===== src/rtl/boreal_dbg_pkg.sv =====
// Shared definitions for the Boreal debug SPI slave: FSM states, command
// field positions, frame length and the default invalid-command word.
package boreal_dbg_pkg;

    typedef enum logic [2:0] {
        StIdle,
        StCmd,
        StIssue,
        StCapture,
        StData,
        StTail
    } state_e;

    // Command byte layout: bit7 = read, bits6:3 must be zero, bits2:0 = addr
    localparam int unsigned CMD_READ_BIT = 7;
    localparam int unsigned CMD_ADDR_MSB = 2;
    localparam int unsigned CMD_BITS     = 8;

    // SCLK cycles in a complete read frame (command byte + 16 data bits)
    localparam int unsigned FRAME_BITS   = 24;

    localparam logic [15:0] BAD_WORD_DEFAULT = 16'hBAD0;

    // A command is a legal read only with the read bit set and reserved bits clear
    function automatic logic cmd_is_valid(input logic [7:0] cmd);
        return cmd[CMD_READ_BIT] && (cmd[CMD_READ_BIT-1:CMD_ADDR_MSB+1] == '0);
    endfunction

endpackage


===== src/rtl/boreal_sync_edge.sv =====
// Multi-flop synchronizer for an asynchronous pin, plus single-cycle rise and
// fall pulses derived from the synchronized value and one history flop.
module boreal_sync_edge #(
    parameter int unsigned SYNC_STAGES = 2,
    parameter logic        RESET_VAL   = 1'b0
) (
    input  logic clk,
    input  logic rst_n,
    input  logic din_i,
    output logic sync_o,
    output logic rise_o,
    output logic fall_o
);

    logic [SYNC_STAGES-1:0] sync_q;
    logic                   hist_q;

    // Shift the raw pin through the synchronizer chain and keep one bit of history
    always_ff @(posedge clk or negedge rst_n) begin
        if (!rst_n) begin
            sync_q <= {SYNC_STAGES{RESET_VAL}};
            hist_q <= RESET_VAL;
        end else begin
            sync_q <= {sync_q[SYNC_STAGES-2:0], din_i};
            hist_q <= sync_q[SYNC_STAGES-1];
        end
    end

    assign sync_o = sync_q[SYNC_STAGES-1];
    assign rise_o = sync_o & ~hist_q;
    assign fall_o = ~sync_o & hist_q;

endmodule


===== src/rtl/boreal_dbg_spi_slave.sv =====
// SPI mode-0 slave debug port. The MCU sends a read command byte, the block
// strobes the status register file once, then shifts the 16-bit result back
// on MISO. Completed valid frames are counted; aborted or invalid frames set
// a sticky error flag. All SPI pins are oversampled by clk.
module boreal_dbg_spi_slave
    import boreal_dbg_pkg::*;
#(
    parameter int unsigned SYNC_STAGES = 2,
    parameter int unsigned CNT_WIDTH   = 16,
    parameter logic [15:0] BAD_WORD    = BAD_WORD_DEFAULT
) (
    input  logic                 clk,
    input  logic                 rst_n,
    input  logic                 spi_sclk,
    input  logic                 spi_cs_n,
    input  logic                 spi_mosi,
    output logic                 spi_miso,
    output logic                 spi_miso_oe,
    output logic [2:0]           reg_addr,
    output logic                 reg_rd_en,
    input  logic [15:0]          reg_rd_data,
    output logic [CNT_WIDTH-1:0] spi_txn_count,
    output logic                 frame_err,
    input  logic                 err_clr
);

    // cs_n must be seen high this many cycles before a falling edge starts a
    // frame; covers the synchronizer's reset-to-1 preload so a frame already
    // in progress when reset releases is ignored until cs_n returns high.
    localparam int unsigned ARM_CYCLES = SYNC_STAGES + 1;

    logic sclk_sync_unused;
    logic sclk_rise;
    logic sclk_fall;
    logic cs_n_sync;
    logic cs_rise;
    logic cs_fall;

    logic [SYNC_STAGES-1:0] mosi_sync_q;
    logic                   mosi_sync;

    logic [2:0]           arm_cnt_q;
    logic                 armed;

    state_e               state_q;
    logic [4:0]           bit_cnt_q;
    logic [7:0]           cmd_q;
    logic [7:0]           cmd_next;
    logic                 cmd_valid;
    logic [15:0]          shift_q;
    logic                 bad_q;
    logic                 miso_q;
    logic                 rd_en_q;
    logic [2:0]           addr_q;
    logic [CNT_WIDTH-1:0] cnt_q;
    logic                 err_q;

    boreal_sync_edge #(
        .SYNC_STAGES (SYNC_STAGES),
        .RESET_VAL   (1'b0)
    ) u_sclk_sync (
        .clk    (clk),
        .rst_n  (rst_n),
        .din_i  (spi_sclk),
        .sync_o (sclk_sync_unused),
        .rise_o (sclk_rise),
        .fall_o (sclk_fall)
    );

    boreal_sync_edge #(
        .SYNC_STAGES (SYNC_STAGES),
        .RESET_VAL   (1'b1)
    ) u_cs_sync (
        .clk    (clk),
        .rst_n  (rst_n),
        .din_i  (spi_cs_n),
        .sync_o (cs_n_sync),
        .rise_o (cs_rise),
        .fall_o (cs_fall)
    );

    // MOSI only needs the plain synchronizer; it stays aligned with synced SCLK
    always_ff @(posedge clk or negedge rst_n) begin
        if (!rst_n) begin
            mosi_sync_q <= '0;
        end else begin
            mosi_sync_q <= {mosi_sync_q[SYNC_STAGES-2:0], spi_mosi};
        end
    end

    assign mosi_sync = mosi_sync_q[SYNC_STAGES-1];

    // Count consecutive cycles of synced cs_n high, saturating at ARM_CYCLES
    always_ff @(posedge clk or negedge rst_n) begin
        if (!rst_n) begin
            arm_cnt_q <= '0;
        end else if (!cs_n_sync) begin
            arm_cnt_q <= '0;
        end else if (arm_cnt_q != 3'(ARM_CYCLES)) begin
            arm_cnt_q <= arm_cnt_q + 3'd1;
        end
    end

    assign armed     = (arm_cnt_q == 3'(ARM_CYCLES));
    assign cmd_next  = {cmd_q[6:0], mosi_sync};
    assign cmd_valid = cmd_is_valid(cmd_next);

    // Frame FSM; all outputs registered. The read strobe is raised on entry to
    // StIssue so the registered read data is valid during StCapture.
    always_ff @(posedge clk or negedge rst_n) begin
        if (!rst_n) begin
            state_q   <= StIdle;
            bit_cnt_q <= '0;
            cmd_q     <= '0;
            shift_q   <= '0;
            bad_q     <= 1'b0;
            miso_q    <= 1'b0;
            rd_en_q   <= 1'b0;
            addr_q    <= '0;
            cnt_q     <= '0;
            err_q     <= 1'b0;
        end else begin
            rd_en_q <= 1'b0;
            // A new error assigned below overrides this clear
            if (err_clr) begin
                err_q <= 1'b0;
            end

            if (state_q != StIdle && cs_rise) begin
                if (state_q == StTail && !bad_q) begin
                    cnt_q <= cnt_q + CNT_WIDTH'(1);
                end else begin
                    err_q <= 1'b1;
                end
                miso_q  <= 1'b0;
                state_q <= StIdle;
            end else begin
                unique case (state_q)
                    StIdle: begin
                        miso_q <= 1'b0;
                        if (cs_fall && armed) begin
                            bit_cnt_q <= '0;
                            cmd_q     <= '0;
                            bad_q     <= 1'b0;
                            state_q   <= StCmd;
                        end
                    end
                    StCmd: begin
                        if (sclk_rise) begin
                            cmd_q     <= cmd_next;
                            bit_cnt_q <= bit_cnt_q + 5'd1;
                            if (bit_cnt_q == 5'(CMD_BITS - 1)) begin
                                bad_q   <= ~cmd_valid;
                                state_q <= StIssue;
                                if (cmd_valid) begin
                                    rd_en_q <= 1'b1;
                                    addr_q  <= cmd_next[CMD_ADDR_MSB:0];
                                end
                            end
                        end
                    end
                    StIssue: begin
                        state_q <= StCapture;
                    end
                    StCapture: begin
                        shift_q <= bad_q ? BAD_WORD : reg_rd_data;
                        state_q <= StData;
                    end
                    StData: begin
                        if (sclk_fall) begin
                            miso_q  <= shift_q[15];
                            shift_q <= {shift_q[14:0], 1'b0};
                        end
                        if (sclk_rise) begin
                            bit_cnt_q <= bit_cnt_q + 5'd1;
                            if (bit_cnt_q == 5'(FRAME_BITS - 1)) begin
                                miso_q  <= 1'b0;
                                state_q <= StTail;
                            end
                        end
                    end
                    StTail: begin
                        miso_q <= 1'b0;
                    end
                    default: begin
                        state_q <= StIdle;
                    end
                endcase
            end
        end
    end

    assign spi_miso      = miso_q;
    assign spi_miso_oe   = ~cs_n_sync;
    assign reg_addr      = addr_q;
    assign reg_rd_en     = rd_en_q;
    assign spi_txn_count = cnt_q;
    assign frame_err     = err_q;

endmodule


===== config.mk =====
export PLATFORM = sky130hd
export DESIGN_NAME = boreal_dbg_spi_slave
export DESIGN_NICKNAME = d
export VERILOG_FILES = /design/src/rtl/boreal_dbg_pkg.sv /design/src/rtl/boreal_sync_edge.sv /design/src/rtl/boreal_dbg_spi_slave.sv
export SDC_FILE = /design/constraint.sdc
export NUM_CORES = 1
export LEC_CHECK = 0
export CORE_UTILIZATION = 45
export CTS_BUF_LIST = sky130_fd_sc_hd__clkbuf_8
export CTS_CLUSTER_SIZE = 24
export DETAILED_ROUTE_END_ITERATION = 16
export PLACE_DENSITY = 0.68
export RECOVER_POWER = 25
export SLEW_MARGIN = 20
export SYNTH_ARGS = -nofsm -noshare
export SYNTH_HDL_FRONTEND = slang
export SYNTH_SLANG_ARGS = --single-unit
export TNS_END_PERCENT = 5

===== constraint.sdc =====
create_clock -name clk -period 3.8 [get_ports clk]
set_clock_uncertainty 0.1 [all_clocks]
set_input_delay 0.38 -clock clk [delete_from_list [all_inputs] [get_ports clk]]
set_output_delay 0.38 -clock clk [all_outputs]
set_load 0.03 [all_outputs]

==> impl_metrics.env <==
export IMPL_status="finished, final reports clean"
export IMPL_worst_pin_slew_ns=1.20
export IMPL_rows=30
export IMPL_die_h_um=86.2
export IMPL_hpwl_mm=4.09
export IMPL_coreArea_um2=6830
export IMPL_hold_violations=0
export IMPL_cts_root_buf="clkbuf_8"
export IMPL_drtIter0Drc=115
export IMPL_end_kind="flip-flop"
export IMPL_crit_start="state_q[0]$_DFFE_PN0P_"
export IMPL_n_antenna_cell=0
export IMPL_cts_max_level=3
export IMPL_layout_commonest_cell="dfrtp_1"
export IMPL_cp_top_family="flip-flops"
export IMPL_path_cells="nor3b_2 > buf_4 > and2_1 > o21ai_2 > mux2_2"
export IMPL_area_delta_synth_final_pct=24.4
export IMPL_leakagePower_nw=1.82
export IMPL_syn_nets=330
export IMPL_first_global_vias=2257
export IMPL_drv_slew=0
export IMPL_final_layout_size_suffix_gt1_share_pct=11.8
export IMPL_post_route_min_period_ns=2.70
export IMPL_crit_cells=5
export IMPL_dr_pass1_iters=4
export IMPL_cts_setup_buffers=0
export IMPL_place_area_um2=3710
export IMPL_timing_slew_headroom_pct=19.7
export IMPL_grt_max_degree=45
export IMPL_cts_max_path_buffers=2
export IMPL_postLayoutCoreUtil_pct=58.1
export IMPL_synth_edf_count=0
export IMPL_clock_latency_ns=0.34
export IMPL_reg2reg_slack_ns=1.10
export IMPL_route_vias_total=2321
export IMPL_fmax_mhz=370
export IMPL_slowest_delay_ns=0.81
export IMPL_yosys_cell_types_count=48
export IMPL_min_path_type="flip-flop to flip-flop"
export IMPL_cts_buffers=9
export IMPL_cpMaxStageDelayCell="dfrtp_1"
export IMPL_setup_viol=0
export IMPL_synth_ff_type="dfrtp_1"
export IMPL_gp_congestion=0.809
export IMPL_worstRegToRegCells=5
export IMPL_final_cell_mix="dfrtp_1 (62), clkdlybuf4s50_1 (40), nor2_1 (26), nand2_1 (26), a21oi_1 (15)"
export IMPL_drc=0
export IMPL_wl_mm=5.89
export IMPL_nets=377
export IMPL_cts_tree="built"
export IMPL_vias_per_cell=5.13
export IMPL_crit_path_start_kind="flip-flop"
export IMPL_ir_drop_uv=256
export IMPL_reg2reg_from="state_q[0]$_DFFE_PN0P_"
export IMPL_grt_pass1_wl_mm=10.2
export IMPL_wl_per_cell_um=13.0
export IMPL_crit_type="flip-flop to flip-flop"
export IMPL_fin_crit_sh_pct=71.0
export IMPL_grt_overflow_total=0
export IMPL_initial_core_util_pct=46.7
export IMPL_clock_sinks=65
export IMPL_cp_max_fo=33
export IMPL_synth_top_cell_area_share_pct=48.6
export IMPL_io_buffers=44
export IMPL_die_x_um=86.2
export IMPL_power_per_cell_area_nw_per_um2=502
export IMPL_dieArea_um2=7430
export IMPL_crit_required_ns=3.92
export IMPL_rsz0062_at_grt="false"
export IMPL_synth_avg_cell_area_um2=10.5
export IMPL_yosysSeqAreaShare_pct=51.1
export IMPL_path_clk_slew_ns=0.07
export IMPL_grt_total_usage_pct=17.8
export IMPL_drv_cap=0
export IMPL_final_cell_area_um2=3970
export IMPL_syn_area_um2=3190
export IMPL_worstPathArrival_ns=2.82
export IMPL_io_pins=45
export IMPL_tns_ns=0
export IMPL_fillers=622
export IMPL_antenna_found_initial=0
export IMPL_cp_num_buf_inv=1
export IMPL_synth_top_area_cell="dfrtp_1"
export IMPL_endpoint="shift_q[3]$_DFFE_PN0P_"
export IMPL_ys_warn_count=0
export IMPL_synth_seq_cells=65
export IMPL_synth_area_leaders="dfrtp_1 (49%), mux2_2 (4.6%), mux2i_1 (3.5%)"
export IMPL_netlist_instances=304
export IMPL_r2r_end="shift_q[3]$_DFFE_PN0P_"
export IMPL_multi_input_area_um2=1460
export IMPL_detail_route_antenna_nets=0
export IMPL_cts_resized=0
export IMPL_async_reset_ff_share_pct=100
export IMPL_seq_area_um2=1630
## metrics by stage
| stage | hold WS (ns) | worst slack, ns | cells | power [mW] |
|---|---|---|---|---|
| floorplan | -0.0156 | 1.82 | 304 | 1.18 |
| detailed placement | 0.236 | 1.10 | 434 | 1.29 |
| global placement | 0.234 | 1.14 | 434 | 1.27 |
| CTS | 0.124 | 1.09 | 450 | 2.02 |
| global route | 0.267 | 0.734 | 452 | 2.10 |
| finish | 0.256 | 1.10 | 452 | 1.99 |
## report_power, final
part           switching (mW)  internal, mW  leakage [nW]  total [mW]
clock                   0.265         0.450         0.124       0.716
sequential             0.0947         0.797         0.829       0.892
combinational           0.205         0.180         0.872       0.385
## what timing repair did
action,4_1_cts,5_1_grt
setup endpoints to repair,0,0
hold buffers,0,1
hold endpoints to repair,0,18
## layout make-up
type	count	share of cell area, %
clock buffer	10	3.47
clock inverter	6	2.68
inverter	13	1.23
multi-input combinational	214	36.8
sequential	65	41.1
tap	96	3.03
timing repair buffer	48	11.7
## kinds of logic (layout without fill, tap and decap cells)
family / Yosys count / after routing / share of synthesized area [%]
simple gates: 121 / 121 / 20.8
flops: 65 / 65 / 51.1
compound gates: 38 / 38 / 6.90
mux: 33 / 33 / 11.6
buf+inv: 25 / 77 / 3.10
xor+xnor: 18 / 18 / 4.94
fa+ha+maj: 4 / 4 / 1.57
## routing by layer
layer	up-vias	track usage [%]	part of all wire, %
li1	1155	-	-
met5	-	0	0
met1	1105	22.8	47
met4	0	5.00	1.2
met3	5	6.10	5.1
met2	56	28.7	47
## sequential cells by signal (all words and copies together) (netlist names)
signal and cells:
spi_miso 1, mosi_sync_q 2, u_sclk_sync.hist_q 1, reg_rd_en 1, u_cs_sync.hist_q 1, frame_err 1
spi_txn_count 16, u_sclk_sync.sync_q 2, shift_q 16, state_q 3, reg_addr 3, bit_cnt_q 5
bad_q 1, arm_cnt_q 3, u_cs_sync.sync_q 2, cmd_q 7
## how the worst min path moves through the flow
stage | to | depth (start not counted) | start
finish | u_sclk_sync.sync_q[1]$_DFF_PN0_ | 0 | u_sclk_sync.sync_q[0]$_DFF_PN0_
global route | u_cs_sync.sync_q[1]$_DFF_PN1_ | 0 | u_cs_sync.sync_q[0]$_DFF_PN1_
CTS | spi_txn_count[0]$_DFFE_PN0P_ | 1 | rst_n
detailed placement | u_sclk_sync.sync_q[1]$_DFF_PN0_ | 0 | u_sclk_sync.sync_q[0]$_DFF_PN0_
global placement | u_sclk_sync.sync_q[1]$_DFF_PN0_ | 0 | u_sclk_sync.sync_q[0]$_DFF_PN0_
floorplan | arm_cnt_q[0]$_DFFE_PN0P_ | 0 | rst_n
## cells in the mapped netlist, types with 10 or more instances
| cell type | count |
|---|---|
| dfrtp_1 | 62 |
| nand2_1 | 26 |
| nor2_1 | 26 |
| a21oi_1 | 15 |
| inv_1 | 13 |
| mux2_2 | 13 |
| o21ai_0 | 12 |
| and3_1 | 11 |
| mux2i_1 | 11 |
| nand2b_1 | 11 |
| nand3_1 | 11 |
| clkbuf_1 | 10 |
Note: power is estimated with default switching activity, not from simulation.
